### src/rtl/alu_control_def.sv
// Shared decode definitions for the RV32IM decode/control stage.
// Latency: none (types, constants and pure functions only).
// Backpressure: not applicable.
// Contents: ALUCTRL_* codes, RV32 opcode and funct7 constants, stage state
// encoding, the registered control bundle type and funct3 mapping helpers.
package alu_control_def;

  typedef enum logic [4:0] {
    ALUCTRL_NOP    = 5'd0,
    ALUCTRL_ADD    = 5'd1,
    ALUCTRL_SUB    = 5'd2,
    ALUCTRL_SLL    = 5'd3,
    ALUCTRL_SLT    = 5'd4,
    ALUCTRL_SLTU   = 5'd5,
    ALUCTRL_XOR    = 5'd6,
    ALUCTRL_SRL    = 5'd7,
    ALUCTRL_SRA    = 5'd8,
    ALUCTRL_OR     = 5'd9,
    ALUCTRL_AND    = 5'd10,
    ALUCTRL_BEQ    = 5'd11,
    ALUCTRL_BNE    = 5'd12,
    ALUCTRL_BLT    = 5'd13,
    ALUCTRL_BGE    = 5'd14,
    ALUCTRL_BLTU   = 5'd15,
    ALUCTRL_BGEU   = 5'd16,
    ALUCTRL_LUI    = 5'd17,
    ALUCTRL_MUL    = 5'd18,
    ALUCTRL_MULH   = 5'd19,
    ALUCTRL_MULHSU = 5'd20,
    ALUCTRL_MULHU  = 5'd21,
    ALUCTRL_DIV    = 5'd22,
    ALUCTRL_DIVU   = 5'd23,
    ALUCTRL_REM    = 5'd24,
    ALUCTRL_REMU   = 5'd25
  } alu_ctrl_t;

  localparam logic [6:0] R_TYPE = 7'b0110011;
  localparam logic [6:0] I_CALC = 7'b0010011;
  localparam logic [6:0] LUI    = 7'b0110111;
  localparam logic [6:0] AUIPC  = 7'b0010111;
  localparam logic [6:0] LOAD   = 7'b0000011;
  localparam logic [6:0] STORE  = 7'b0100011;
  localparam logic [6:0] BRANCH = 7'b1100011;
  localparam logic [6:0] JAL    = 7'b1101111;
  localparam logic [6:0] JALR   = 7'b1100111;

  localparam logic [6:0] F7_BASE   = 7'b0000000;
  localparam logic [6:0] F7_ALT    = 7'b0100000;
  localparam logic [6:0] F7_MULDIV = 7'b0000001;

  typedef enum logic [1:0] {
    S_EMPTY = 2'd0,
    S_FULL  = 2'd1,
    S_LONG  = 2'd2
  } state_t;

  typedef struct packed {
    alu_ctrl_t  alu_ctrl;
    logic       branch;
    logic       mem_to_reg;
    logic       mem_write;
    logic       alu_src;
    logic       reg_write;
    logic       illegal;
    logic [4:0] rd;
    logic [4:0] rs1;
    logic [4:0] rs2;
  } ctrl_t;

  // Integer ALU op from funct3; alt selects SUB/SRA.
  function automatic alu_ctrl_t base_alu(input logic [2:0] funct3, input logic alt);
    case (funct3)
      3'b000:  return alt ? ALUCTRL_SUB : ALUCTRL_ADD;
      3'b001:  return ALUCTRL_SLL;
      3'b010:  return ALUCTRL_SLT;
      3'b011:  return ALUCTRL_SLTU;
      3'b100:  return ALUCTRL_XOR;
      3'b101:  return alt ? ALUCTRL_SRA : ALUCTRL_SRL;
      3'b110:  return ALUCTRL_OR;
      default: return ALUCTRL_AND;
    endcase
  endfunction

  // Branch compare op; 010/011 are reserved and flagged by the caller.
  function automatic alu_ctrl_t branch_alu(input logic [2:0] funct3);
    case (funct3)
      3'b000:  return ALUCTRL_BEQ;
      3'b001:  return ALUCTRL_BNE;
      3'b100:  return ALUCTRL_BLT;
      3'b101:  return ALUCTRL_BGE;
      3'b110:  return ALUCTRL_BLTU;
      3'b111:  return ALUCTRL_BGEU;
      default: return ALUCTRL_NOP;
    endcase
  endfunction

  // M-extension op; funct3[2] splits multiply from divide/remainder.
  function automatic alu_ctrl_t m_alu(input logic [2:0] funct3);
    case (funct3)
      3'b000:  return ALUCTRL_MUL;
      3'b001:  return ALUCTRL_MULH;
      3'b010:  return ALUCTRL_MULHSU;
      3'b011:  return ALUCTRL_MULHU;
      3'b100:  return ALUCTRL_DIV;
      3'b101:  return ALUCTRL_DIVU;
      3'b110:  return ALUCTRL_REM;
      default: return ALUCTRL_REMU;
    endcase
  endfunction

endpackage

### src/rtl/instr_decode.sv
// Combinational RV32(I/M) decoder: instruction word to control bundle.
// Latency: 0 cycles (pure combinational).
// Backpressure: none; the wrapping stage decides when the result is captured.
// Ports: instr (32-bit word) in; bundle (ctrl_t), is_mul, is_div out.
// Build option: RV32M_EN enables M-extension decode; without it funct7=0000001
// on R-type is illegal and is_mul/is_div stay 0.
module instr_decode
  import alu_control_def::*;
(
  input  logic [31:0] instr,
  output ctrl_t       bundle,
  output logic        is_mul,
  output logic        is_div
);

  logic [6:0] opcode;
  logic [6:0] funct7;
  logic [2:0] funct3;
  logic       illegal;

  assign opcode = instr[6:0];
  assign funct3 = instr[14:12];
  assign funct7 = instr[31:25];

  always_comb begin
    bundle     = '0;
    bundle.rd  = instr[11:7];
    bundle.rs1 = instr[19:15];
    bundle.rs2 = instr[24:20];
    is_mul     = 1'b0;
    is_div     = 1'b0;
    illegal    = 1'b0;

    case (opcode)
      R_TYPE: begin
        bundle.reg_write = 1'b1;
        if (funct7 == F7_BASE) begin
          bundle.alu_ctrl = base_alu(funct3, 1'b0);
        end else if (funct7 == F7_ALT && (funct3 == 3'b000 || funct3 == 3'b101)) begin
          bundle.alu_ctrl = base_alu(funct3, 1'b1);
`ifdef RV32M_EN
        end else if (funct7 == F7_MULDIV) begin
          bundle.alu_ctrl = m_alu(funct3);
          is_mul          = ~funct3[2];
          is_div          = funct3[2];
`endif
        end else begin
          illegal = 1'b1;
        end
      end
      I_CALC: begin
        bundle.alu_src   = 1'b1;
        bundle.reg_write = 1'b1;
        // Only the shift-immediates reserve funct7; elsewhere it is immediate.
        if (funct3 == 3'b001) begin
          if (funct7 == F7_BASE) bundle.alu_ctrl = ALUCTRL_SLL;
          else                   illegal = 1'b1;
        end else if (funct3 == 3'b101) begin
          if (funct7 == F7_BASE)     bundle.alu_ctrl = ALUCTRL_SRL;
          else if (funct7 == F7_ALT) bundle.alu_ctrl = ALUCTRL_SRA;
          else                       illegal = 1'b1;
        end else begin
          bundle.alu_ctrl = base_alu(funct3, 1'b0);
        end
      end
      LUI: begin
        bundle.alu_ctrl  = ALUCTRL_LUI;
        bundle.alu_src   = 1'b1;
        bundle.reg_write = 1'b1;
      end
      AUIPC: begin
        bundle.alu_ctrl  = ALUCTRL_ADD;
        bundle.alu_src   = 1'b1;
        bundle.reg_write = 1'b1;
      end
      LOAD: begin
        bundle.alu_ctrl   = ALUCTRL_ADD;
        bundle.mem_to_reg = 1'b1;
        bundle.alu_src    = 1'b1;
        bundle.reg_write  = 1'b1;
      end
      STORE: begin
        bundle.alu_ctrl  = ALUCTRL_ADD;
        bundle.mem_write = 1'b1;
      end
      BRANCH: begin
        bundle.branch = 1'b1;
        if (funct3[2:1] == 2'b01) illegal = 1'b1;
        else                      bundle.alu_ctrl = branch_alu(funct3);
      end
      JAL, JALR: begin
        bundle.alu_ctrl  = ALUCTRL_ADD;
        bundle.branch    = 1'b1;
        bundle.alu_src   = 1'b1;
        bundle.reg_write = 1'b1;
      end
      default: illegal = 1'b1;
    endcase

    // Illegal words travel as inert tokens so trap logic sees them without side effects.
    if (illegal) begin
      bundle.alu_ctrl   = ALUCTRL_NOP;
      bundle.branch     = 1'b0;
      bundle.mem_to_reg = 1'b0;
      bundle.mem_write  = 1'b0;
      bundle.alu_src    = 1'b0;
      bundle.reg_write  = 1'b0;
    end
    if (bundle.rd == 5'd0) bundle.reg_write = 1'b0;
    bundle.illegal = illegal;
  end

endmodule

### src/rtl/decode_ctrl_stage.sv
// Registered RV32IM decode/control stage between fetch buffer and execute.
// Latency: 1 cycle accept->out_valid; multiply/divide add MUL_LAT/DIV_LAT cycles.
// Backpressure: valid/ready; FULL holds the bundle while out_ready=0, LONG blocks input.
// Ports: clk, rst_n (sync, active-low), flush; in_valid/in_ready/instr upstream;
// out_valid/out_ready plus ALUCtrl, Branch, MemtoReg, MemWrite, ALUSrc, RegWrite,
// rd, rs1, rs2, illegal downstream; busy while a long op counts down.
// Build option: RV32M_EN enables M-extension decode and the LONG countdown.
module decode_ctrl_stage
  import alu_control_def::*;
#(
  parameter int BITS    = 32,
  parameter int MUL_LAT = 2,
  parameter int DIV_LAT = 32
) (
  input  logic            clk,
  input  logic            rst_n,
  input  logic            flush,
  input  logic            in_valid,
  output logic            in_ready,
  input  logic [BITS-1:0] instr,
  output logic            out_valid,
  input  logic            out_ready,
  output logic [4:0]      ALUCtrl,
  output logic            Branch,
  output logic            MemtoReg,
  output logic            MemWrite,
  output logic            ALUSrc,
  output logic            RegWrite,
  output logic [4:0]      rd,
  output logic [4:0]      rs1,
  output logic [4:0]      rs2,
  output logic            illegal,
  output logic            busy
);

  state_t state_q, state_d, entry_state;
  ctrl_t  dec_bundle, bundle_q;
  logic   dec_is_mul, dec_is_div;
  logic   accept;

  instr_decode u_instr_decode (
    .instr  (instr[31:0]),
    .bundle (dec_bundle),
    .is_mul (dec_is_mul),
    .is_div (dec_is_div)
  );

`ifdef RV32M_EN
  localparam int MAX_LAT = (MUL_LAT > DIV_LAT) ? MUL_LAT : DIV_LAT;
  localparam int CW      = (MAX_LAT > 0) ? $clog2(MAX_LAT + 1) : 1;

  logic [CW-1:0] cnt_q;
  logic          cnt_zero;

  assign cnt_zero    = (cnt_q == '0);
  // A zero latency setting turns that op class into an ordinary single-cycle op.
  assign entry_state = ((dec_is_mul && MUL_LAT > 0) || (dec_is_div && DIV_LAT > 0))
                       ? S_LONG : S_FULL;

  always_ff @(posedge clk) begin
    if (!rst_n || flush) begin
      cnt_q <= '0;
    end else if (accept) begin
      if (dec_is_mul && MUL_LAT > 0)      cnt_q <= CW'(MUL_LAT - 1);
      else if (dec_is_div && DIV_LAT > 0) cnt_q <= CW'(DIV_LAT - 1);
      else                                cnt_q <= '0;
    end else if (state_q == S_LONG && !cnt_zero) begin
      cnt_q <= cnt_q - CW'(1);
    end
  end
`else
  logic unused_long;

  assign entry_state = S_FULL;
  assign unused_long = dec_is_mul ^ dec_is_div ^ (MUL_LAT != 0) ^ (DIV_LAT != 0);
`endif

  always_comb begin
    state_d   = state_q;
    in_ready  = 1'b0;
    out_valid = 1'b0;
    busy      = 1'b0;

    case (state_q)
      S_EMPTY: in_ready = 1'b1;
      S_FULL: begin
        out_valid = 1'b1;
        in_ready  = out_ready;
      end
`ifdef RV32M_EN
      S_LONG:  busy = 1'b1;
`endif
      default: ;
    endcase

    // Flush drops anything offered in the same cycle.
    if (flush || !rst_n) in_ready = 1'b0;
    accept = in_valid && in_ready;

    case (state_q)
      S_EMPTY: if (accept) state_d = entry_state;
      S_FULL:  if (out_ready) state_d = accept ? entry_state : S_EMPTY;
`ifdef RV32M_EN
      S_LONG:  if (cnt_zero) state_d = S_FULL;
`endif
      default: state_d = S_EMPTY;
    endcase

    if (flush) state_d = S_EMPTY;
  end

  always_ff @(posedge clk) begin
    if (!rst_n) begin
      state_q  <= S_EMPTY;
      bundle_q <= '0;
    end else begin
      state_q <= state_d;
      if (accept) bundle_q <= dec_bundle;
    end
  end

  assign ALUCtrl  = bundle_q.alu_ctrl;
  assign Branch   = bundle_q.branch;
  assign MemtoReg = bundle_q.mem_to_reg;
  assign MemWrite = bundle_q.mem_write;
  assign ALUSrc   = bundle_q.alu_src;
  assign RegWrite = bundle_q.reg_write;
  assign rd       = bundle_q.rd;
  assign rs1      = bundle_q.rs1;
  assign rs2      = bundle_q.rs2;
  assign illegal  = bundle_q.illegal;

endmodule

### config.mk
export PLATFORM = sky130hd
export DESIGN_NAME = decode_ctrl_stage
export DESIGN_NICKNAME = d
export VERILOG_FILES = /design/src/rtl/alu_control_def.sv /design/src/rtl/instr_decode.sv /design/src/rtl/decode_ctrl_stage.sv
export SDC_FILE = /design/constraint.sdc
export NUM_CORES = 1
export LEC_CHECK = 0
export CAP_MARGIN = 20
export CORE_MARGIN = 2
export CORE_UTILIZATION = 43
export DETAILED_ROUTE_END_ITERATION = 7
export PLACE_DENSITY = 0.81
export REMOVE_ABC_BUFFERS = 1
export SYNTH_ARGS = -nofsm -noshare
export SYNTH_HDL_FRONTEND = slang
export SYNTH_SLANG_ARGS = --single-unit
### constraint.sdc
create_clock -name clk -period 2 [get_ports clk]
set_input_delay 0.2 -clock clk [delete_from_list [all_inputs] [get_ports clk]]
set_output_delay 0.2 -clock clk [all_outputs]
set_load 0.03 [all_outputs]
### Word level (Yosys, flattened, before mapping)

Cells that the tools add are included.

| cells by class | value |
|---|---|
| equal/unequal tests | 21 |
| muxes and demuxes | 36 |
| bitwise gates (word level) | 1 |
| reduce and logical (&&, ||, !) cells | 16 |

Operator list:

| operator | count |
|---|---|
| $pmux W4 S7 | 2 |
| $mux W5 | 6 |
| $pmux W5 S6 | 1 |
| $eq A7 B6 Y1 const B | 4 |
| $pmux W5 S5 | 1 |
| $eq A7 B7 Y1 const B | 3 |
| $pmux W4 S5 | 1 |
| $mux W1 | 17 |
| $eq A7 B5 Y1 const B | 2 |
| $eq A3 B3 Y1 const B | 4 |
| $reduce_or A6 Y1 | 2 |
| $mux W10 | 1 |
| $eq A7 B2 Y1 const B | 1 |
| $logic_not A7 Y1 | 1 |
| $reduce_or A7 Y1 | 1 |
| $eq A3 B2 Y1 const B | 2 |
| $mux W2 | 3 |
| $logic_not A5 Y1 | 1 |
| $reduce_or A5 Y1 | 1 |
| $eq A2 B1 Y1 const B | 2 |
| $mux W4 | 1 |
| $ne A2 B2 Y1 const B | 2 |
| $pmux W1 S4 | 1 |
| $pmux W2 S2 | 1 |
| other kinds (11) | 13 |

| word-level totals | value |
|---|---|
| register bits after elaboration | 28 |
| output and inout bits | 29 |
| logic and storage cells | 85 |

### Longest topological paths before layout

Gate-level depths: netlist (run 1).

| logic depth | value |
|---|---|
| word-level depth | 8 |
| gate-level depth with buffers | 7 |
| mapped depth without buffers | 6 |

### Hierarchy

From an unflattened synthesis (run 1), not the netlist that was laid out.

| second synthesis, totals | value |
|---|---|
| cells, all modules | 233 |
| area total of the unflattened synthesis | 1860.5 um^2 |

Modules (own cells, without submodules):

| module | instances | cells an instance | area each (um^2) |
|---|---|---|---|
| decode_ctrl_stage | 1 | 128 | 1163.6 |
| instr_decode | 1 | 105 | 696.9 |

### Worst setup path after synthesis (run 1)

No wires, ideal clock.

| timing | value |
|---|---|
| path type | register -> register |
| start | reg state_q[0] |
| end | reg bundle_q (netlist bit ALUCtrl[0]) |
| arrival | 1.670 ns |
| data required time | 1.921 ns |
| slack | 0.251 ns |
| stages on the path, launching flop included | 7 |
| buffers on the path | 1 |
| period minus slack after synthesis | 1.749 ns |
| path through | dfxtp_1 nand2b_1 and3_1 clkbuf_1 nor2_1 a221oi_1 a32oi_2 |

| between the ends | value |
|---|---|
| cells in the longest elaborated chain, start to end | 4 |

Ends and longest elaborated chain:

| element | line | source |
|---|---|---|
| start, declared | decode_ctrl_stage.sv:36 | `state_t state_q, state_d, entry_state;` |
| start signal, assigned | decode_ctrl_stage.sv:117 | `state_q <= state_d;` |
| $eq A2 B1 Y1 or $logic_not A2 Y1 (tied branches) | decode_ctrl_stage.sv:84 | `case (state_q)` |
| $pmux W1 S2 * | decode_ctrl_stage.sv:84 |  |
| $mux W1 * | decode_ctrl_stage.sv:97 | `if (flush \|\| !rst_n) in_ready = 1'b0;` |
| $logic_and A1 B1 Y1 * | decode_ctrl_stage.sv:98 | `accept = in_valid && in_ready;` |
| end signal, assigned | decode_ctrl_stage.sv:118 | `if (accept) bundle_q <= dec_bundle;` |
| end, declared | decode_ctrl_stage.sv:37 | `ctrl_t dec_bundle, bundle_q;` |

Mark *: on every way between the ends. The rest lies on a longest branch, timed or not.
A chain may end at the register's enable or synchronous reset.

### Final worst setup path (run 1)

| timing | value |
|---|---|
| start | in instr[26] |
| end | reg bundle_q (netlist bit ALUCtrl[0]) |

| between the ends | value |
|---|---|
| cells in the longest elaborated chain, start to end | 7 |

Ends and longest elaborated chain:

| element | line | source |
|---|---|---|
| start, declared | decode_ctrl_stage.sv:20 | `input logic [BITS-1:0] instr,` |
| $eq A7 B6 Y1 | instr_decode.sv:39, instr_decode.sv:60 |  |
| $mux W1 | instr_decode.sv:60 | `else if (funct7 == F7_ALT) bundle.alu_ctrl = ALUCTRL_SRA;` |
| $mux W1 | instr_decode.sv:59 | `if (funct7 == F7_BASE) bundle.alu_ctrl = ALUCTRL_SRL;` |
| $mux W1 | instr_decode.sv:58 | `end else if (funct3 == 3'b101) begin` |
| $mux W1 | instr_decode.sv:55 | `if (funct3 == 3'b001) begin` |
| $pmux W1 S4 | instr_decode.sv:34 | `case (opcode)` |
| $mux W10 * | instr_decode.sv:101 | `if (illegal) begin` |

Marks and branches as above.

==> results.json, run 1 <==
{
  "row_count": 22,
  "max_freq_ghz": 0.508,
  "layout_commonest_cell": "clkdlybuf4s50_1",
  "switching_power_mw": 0.315,
  "sw_frac_of_total": 0.273,
  "min_period_over_period": 0.983,
  "hold_class": "reg -> reg",
  "r2r-start": "state_q[0]",
  "port_buffers": 64,
  "endpoint_kind": "flop",
  "max_stage_delay_ns": 0.57,
  "dieArea_um2": 4190,
  "worst_setup_path_startpoint": "instr[26]",
  "fin_worst_skew_ns": 0.00139,
  "synth.distinct_cells": 50,
  "critPathLaunchType": "primary input",
  "maxSlewViolCount": 0,
  "n_antenna_cell": 0,
  "clk_pin_slew_worst_paths_ns": 0.09,
  "vias": 1805,
  "leakagePower_nw": 0.916,
  "final_layout_size_suffix_gt1_frac": 0.137,
  "multi_input_area_um2": 962,
  "slowest_stage": "or4_4",
  "grt-busiest-layer": "met2",
  "num_io_pins": 66,
  "drc": 0,
  "grt_antenna_before_repair": 0,
  "cts_setup_buffers": 0,
  "cp_top_family": "simple AND/OR/NAND/NOR gates",
  "pwr-share-comb": 0.253,
  "ys_seq_area_frac": 0.341,
  "grt_setup_unrepaired": "false",
  "ys_warn_count": 0,
  "ant_nets": 0,
  "clk_path_buf_depth": 2,
  "final_util": 0.686,
  "synth_area_per_cell_um2": 7.54,
  "dieHeight_um": 64.7,
  "dp_hpwl_um": 3530,
  "coreArea_um2": 3610,
  "drtIter0Drc": 136,
  "final_cells": 341,
  "die_w_um": 64.7,
  "synth_edf_count": 0,
  "seqPwrFrac": 0.482,
  "synthFlopType": "dfxtp_1",
  "grt_max_degree": 17,
  "synth-async-reset-ratio": 0,
  "setup.worst_path.class": "in -> reg",
  "cp_cell_sequence": "clkdlybuf4s50_1 > or4_4 > or3_4 > nor3_1 > o211ai_1 > a32oi_2",
  "cts_made_buffers": 3,
  "dpl.cell_count": 337,
  "root_buffer": "clkbuf_8",
  "grt_overflow": 0,
  "synthCells": 210,
  "holdBufCountCts": 0,
  "layout_common_cells": "64 x clkdlybuf4s50_1, 48 x nand2_1, 27 x dfxtp_1, 27 x buf_4, 20 x a21oi_1",
  "groute.usage.overall": 0.218,
  "start_util": 0.439,
  "first_pass_iters": 4,
  "vias_per_cell": 5.29,
  "outcome": "finished, final reports clean",
  "hold_violations": 0,
  "p_per_area_nw_per_um2": 466,
  "power.internal_mw": 0.839,
  "seqCellArea_um2": 541,
  "met3_usage": 0.0278,
  "period_needed_ns": 1.97,
  "groute.layer.met1.usage": 0.301,
  "crit_arrival_ns": 2.17,
  "cts-resized-gates": 0,
  "clock-sinks": 27,
  "grt_pass1_vias": 1614,
  "htree_levels": 1,
  "wl_per_cell_um": 13.1,
  "clk_latency_ns": 0.27,
  "irDropWorstVdd_v": 0.000434,
  "worstHoldStart": "rd[4]",
  "synth-seq-cells": 27,
  "drt-total-wl_um": 4470,
  "nNetsFinal": 336,
  "cts_tree": "done",
  "maxCapViolCount": 0,
  "cp_num_buf_inv": 1,
  "finalSetupViolCount": 0,
  "path_max_fanout": 4,
  "use_met2": 0.349,
  "routabilityCongestion": 0.954,
  "required_ns": 2.20,
  "area_growth_pct": 56.2,
  "fillers": 315,
  "mappedNetlistArea_um2": 1580,
  "p_clk_frac": 0.266,
  "grt_pass1_wl_um": 7230
}
==> power groups by stage <==
stage / combinational [mW] / sequential, mW / clock, mW
floorplan: 0.0863 / 0.592 / 0
global placement: 0.286 / 0.567 / 0
detailed placement: 0.289 / 0.568 / 0
CTS: 0.290 / 0.556 / 0.310
global route: 0.316 / 0.557 / 0.337
finish: 0.291 / 0.555 / 0.306
==> layout make-up <==
cell class                 count  area share
tap                           48      0.0243
clock buffer                   3      0.0167
inverter                       6     0.00910
timing repair buffer          91       0.341
multi-input combinational    165       0.389
sequential                    27       0.218
clock inverter                 1     0.00202
==> cells in the mapped netlist, types with 2 or more instances <==
| cell | number | area (um2) |
|---|---|---|
| dfxtp_1 | 27 | 541 |
| a221oi_1 | 2 | 17.5 |
| or3_1 | 2 | 12.5 |
| a21oi_1 | 20 | 100 |
| nand2_1 | 48 | 180 |
| nand3_1 | 6 | 30.0 |
| or4_4 | 2 | 22.5 |
| nor2b_1 | 5 | 31.3 |
| o21a_1 | 2 | 15.0 |
| or4_1 | 2 | 15.0 |
| o21ai_0 | 9 | 45.0 |
| and3_1 | 2 | 12.5 |
| o32ai_1 | 2 | 17.5 |
| a31oi_1 | 2 | 12.5 |
| xor2_1 | 2 | 17.5 |
| nor2_1 | 13 | 48.8 |
| nor3_1 | 2 | 10.0 |
| clkbuf_1 | 8 | 30.0 |
| a21boi_0 | 2 | 15.0 |
| ha_1 | 5 | 62.6 |
| inv_1 | 5 | 18.8 |
| o21ai_1 | 2 | 10.0 |
| and2_1 | 2 | 12.5 |
| nor4_1 | 6 | 37.5 |
| a211oi_1 | 2 | 15.0 |
| o31ai_1 | 4 | 30.0 |
| a22o_1 | 2 | 17.5 |
| nand2b_1 | 2 | 12.5 |
==> worst reg2reg max path, stage by stage, from the launching register on <==
cell	delay, ns
dfxtp_1	0.32
nand2b_1	0.09
and3_1	0.22
nand2_1	0.11
or3_1	0.41
o31ai_1	0.24
==> cells by family (layout without fill, tap and decap cells) <==
family	count (synthesis)	in the layout	synth area share
XOR/XNOR	2	2	0.0111
adder cells (fa/ha/maj)	5	5	0.0395
buffers and inverters	18	101	0.0513
other	1	1	0.00237
flip-flops	27	27	0.341
AO/OA/AOI/OAI	58	58	0.238
AND/OR/NAND/NOR	98	98	0.310
multiplexers	1	1	0.00632
==> flip-flops by register name, summed over array words and instances (netlist names) <==
name	count
ALUCtrl	5
ALUSrc	1
Branch	1
MemWrite	1
MemtoReg	1
RegWrite	1
illegal	1
rd	5
rs1	5
rs2	5
state_q	1
==> final timing paths <==
kind                 to  slack (ns)  depth (start not counted)
min reg2reg       rd[4]        0.46                          2
max reg2reg      ALUSrc        0.52                          5
min               rd[4]        0.46                          2
max          ALUCtrl[0]        0.03                          6
==> metrics by stage <==
step / hold slack (ns) / TNS (ns) / power (mW) / setup slack (ns) / instance area, um2
6_report: 0.457 / 0 / 1.15 / 0.0333 / 2470
5_1_grt: 0.474 / 0 / 1.21 / 0.00152 / 2470
4_1_cts: 0.458 / 0 / 1.16 / 0.0638 / 2470
3_5_place_dp: 0.445 / -1.45 / 0.857 / -0.218 / 2430
3_3_place_gp: 0.439 / -1.23 / 0.853 / -0.177 / 2430
2_1_floorplan: 0.321 / 0 / 0.678 / 0.207 / 1530
==> per-layer routing <==
metal,part of all wire,wire [um]
met1,0.46,2060
met2,0.46,2060
met3,0.055,246
met4,0.024,108
met5,0,0
(Power assumes the default switching activity.)
==> run 2, diff against run 1 <==
--- a/config.mk
+++ b/config.mk
@@ -8,9 +8,12 @@
 export CAP_MARGIN = 20
 export CORE_MARGIN = 2
 export CORE_UTILIZATION = 43
+export CTS_CLUSTER_DIAMETER = 50
 export DETAILED_ROUTE_END_ITERATION = 7
 export PLACE_DENSITY = 0.81
 export REMOVE_ABC_BUFFERS = 1
+export SKIP_CTS_REPAIR_TIMING = 1
+export SLEW_MARGIN = 20
 export SYNTH_ARGS = -nofsm -noshare
 export SYNTH_HDL_FRONTEND = slang
 export SYNTH_SLANG_ARGS = --single-unit
==> results of run 2 <==
The final DEF is identical to that of run 1; final timing and power are the same.
==> run 3, diff against run 2 <==
--- a/config.mk
+++ b/config.mk
@@ -7,13 +7,15 @@
 export LEC_CHECK = 0
 export CAP_MARGIN = 20
 export CORE_MARGIN = 2
-export CORE_UTILIZATION = 43
+export CORE_UTILIZATION = 45
 export CTS_CLUSTER_DIAMETER = 50
 export DETAILED_ROUTE_END_ITERATION = 7
-export PLACE_DENSITY = 0.81
+export PLACE_DENSITY = 0.8
 export REMOVE_ABC_BUFFERS = 1
 export SKIP_CTS_REPAIR_TIMING = 1
 export SLEW_MARGIN = 20
 export SYNTH_ARGS = -nofsm -noshare
 export SYNTH_HDL_FRONTEND = slang
+export SYNTH_HIERARCHICAL = 1
 export SYNTH_SLANG_ARGS = --single-unit
+export TNS_END_PERCENT = 20
==> run 3 against run 2 <==
- worst setup slack improved by 0.17 ns
- total power rose by 5.5%
- die area rose by 10%
- non-clock buffer count rose by 1
- largest cell class unchanged
- critical path depth rose by 1
- largest power group unchanged
- core utilization fell by 4.5 points
- critical path type unchanged
==> results.json, run 3 <==
{
  "stdcell_area_um2": 2550,
  "irDropWorstVdd_v": 0.000362,
  "crit_arrival_ns": 2.01,
  "ys_warn_count": 6,
  "leakagePower_nw": 0.918,
  "htree_levels": 1,
  "grt_antenna_before_repair": 0,
  "fin_worst_skew_ns": 0.00771,
  "root_buffer": "clkbuf_8",
  "drc": 0,
  "cp_cell_sequence": "clkdlybuf4s50_1 > nand4bb_4 > or2_4 > or4_1 > nand4b_1 > nand4_1 > o21ai_2",
  "grt_setup_unrepaired": "false",
  "maxCapViolCount": 0,
  "nNetsFinal": 327,
  "ff2ff_path_depth": 3,
  "mappedNetlistArea_um2": 1840,
  "r2r-start": "state_q[0]",
  "switching_power_mw": 0.352,
  "final_cells": 339,
  "seqPwrFrac": 0.466,
  "dieArea_um2": 4620,
  "groute.usage.overall": 0.216,
  "clk_pin_slew_worst_paths_ns": 0.10,
  "clk_latency_ns": 0.27,
  "wl_per_cell_um": 14.4,
  "num_io_pins": 66,
  "ant_nets": 0,
  "setup.worst_path.class": "in -> reg",
  "die_w_um": 68.0,
  "grt_pass1_wl_um": 7840,
  "whs_path_depth": 2,
  "vias": 1886,
  "synth_area_per_cell_um2": 8.01,
  "power.internal_mw": 0.865,
  "drtIter0Drc": 138,
  "critPathLaunchType": "primary input",
  "area_growth_pct": 38.2,
  "p_clk_frac": 0.254,
  "hold_class": "reg -> reg",
  "r2r_end": "rs1[2]",
  "drt-total-wl_um": 4890,
  "n_antenna_cell": 0,
  "max_freq_ghz": 0.558,
  "grt_pass1_vias": 1690,
  "vias_per_cell": 5.56,
  "layout_commonest_cell": "clkdlybuf4s50_1",
  "first_pass_iters": 4,
  "placed_cell_area_um2": 2500,
  "worst_setup_path_startpoint": "instr[3]",
  "coreArea_um2": 3970,
  "cts_made_buffers": 3,
  "final_layout_size_suffix_gt1_frac": 0.211,
  "row_count": 23,
  "max_stage_delay_ns": 0.50,
  "clock-sinks": 27,
  "worstHoldStart": "rs1[4]",
  "synthCells": 230,
  "layout_common_cells": "63 x clkdlybuf4s50_1, 35 x nand2_1, 29 x buf_4",
  "p_per_area_nw_per_um2": 478,
  "grt_overflow": 0,
  "hold_violations": 0,
  "sw_frac_of_total": 0.289,
  "start_util": 0.464,
  "pwr-share-comb": 0.280,
  "cts_tree": "done",
  "clk_path_buf_depth": 2,
  "grt_max_degree": 28,
  "min_to": "rs1[4]",
  "routabilityCongestion": 0.865,
  "final_util": 0.641,
  "port_buffers": 64,
  "required_ns": 2.21,
  "r2r_setup_slack_ns": 0.77,
  "dp_hpwl_um": 3650,
  "dpl.cell_count": 335,
  "period_needed_ns": 1.79,
  "dieHeight_um": 68.0,
  "outcome": "finished, final reports clean",
  "maxSlewViolCount": 0,
  "path_max_fanout": 3,
  "slowest_stage": "or4_1",
  "finalSetupViolCount": 0,
  "endpoint_kind": "flop",
  "min_period_over_period": 0.897
}
## run 3: worst max-delay path, delay by kind of cell
family | cells | cell delay, ns
buffers and inverters | 1 | 0.46
AND/OR/NAND/NOR | 5 | 1.26
AO/OA/AOI/OAI | 1 | 0.08
## run 3: power groups by stage
stage	registers, mW	clock network (mW)	logic (mW)
6_report	0.567	0.309	0.341
2_1_floorplan	0.618	0	0.0916
3_3_place_gp	0.579	0	0.335
4_1_cts	0.567	0.313	0.340
3_5_place_dp	0.579	0	0.338
5_1_grt	0.569	0.338	0.367
## run 3: through the flow
step	total power, mW	hold WS [ns]	setup TNS, ns	setup slack, ns
after floorplan	0.710	0.339	0	0.262
after global placement	0.914	0.446	-0.0202	-0.0202
after detailed placement	0.917	0.451	-0.0689	-0.0689
after CTS	1.22	0.463	0	0.212
after global routing	1.27	0.473	0	0.110
final	1.22	0.461	0	0.206
## run 3: cell type report
cell class / count / area (um2)
sequential: 27 / 541
inverter: 4 / 15.0
multi-input combinational: 162 / 1030
fill: 356 / 1430
clock inverter: 1 / 7.51
tap: 50 / 62.6
timing repair buffer: 92 / 848
clock buffer: 3 / 41.3
## run 3: worst max path at each step
stage | endpoint | slack [ns]
6_report | ALUCtrl[0] | 0.21
5_1_grt | ALUCtrl[0] | 0.11
4_1_cts | ALUCtrl[0] | 0.21
3_5_place_dp | ALUCtrl[0] | -0.07
3_3_place_gp | ALUCtrl[0] | -0.02
2_1_floorplan | rd[0] | 0.26
## run 3: per-layer routing
layer / vias up / global-route usage / routed length (um)
met2: 71 / 0.350 / 2310
met4: 0 / 0.0375 / 12
met3: 2 / 0.0526 / 379
met1: 874 / 0.294 / 2190
met5: - / 0 / 0
li1: 939 / - / -
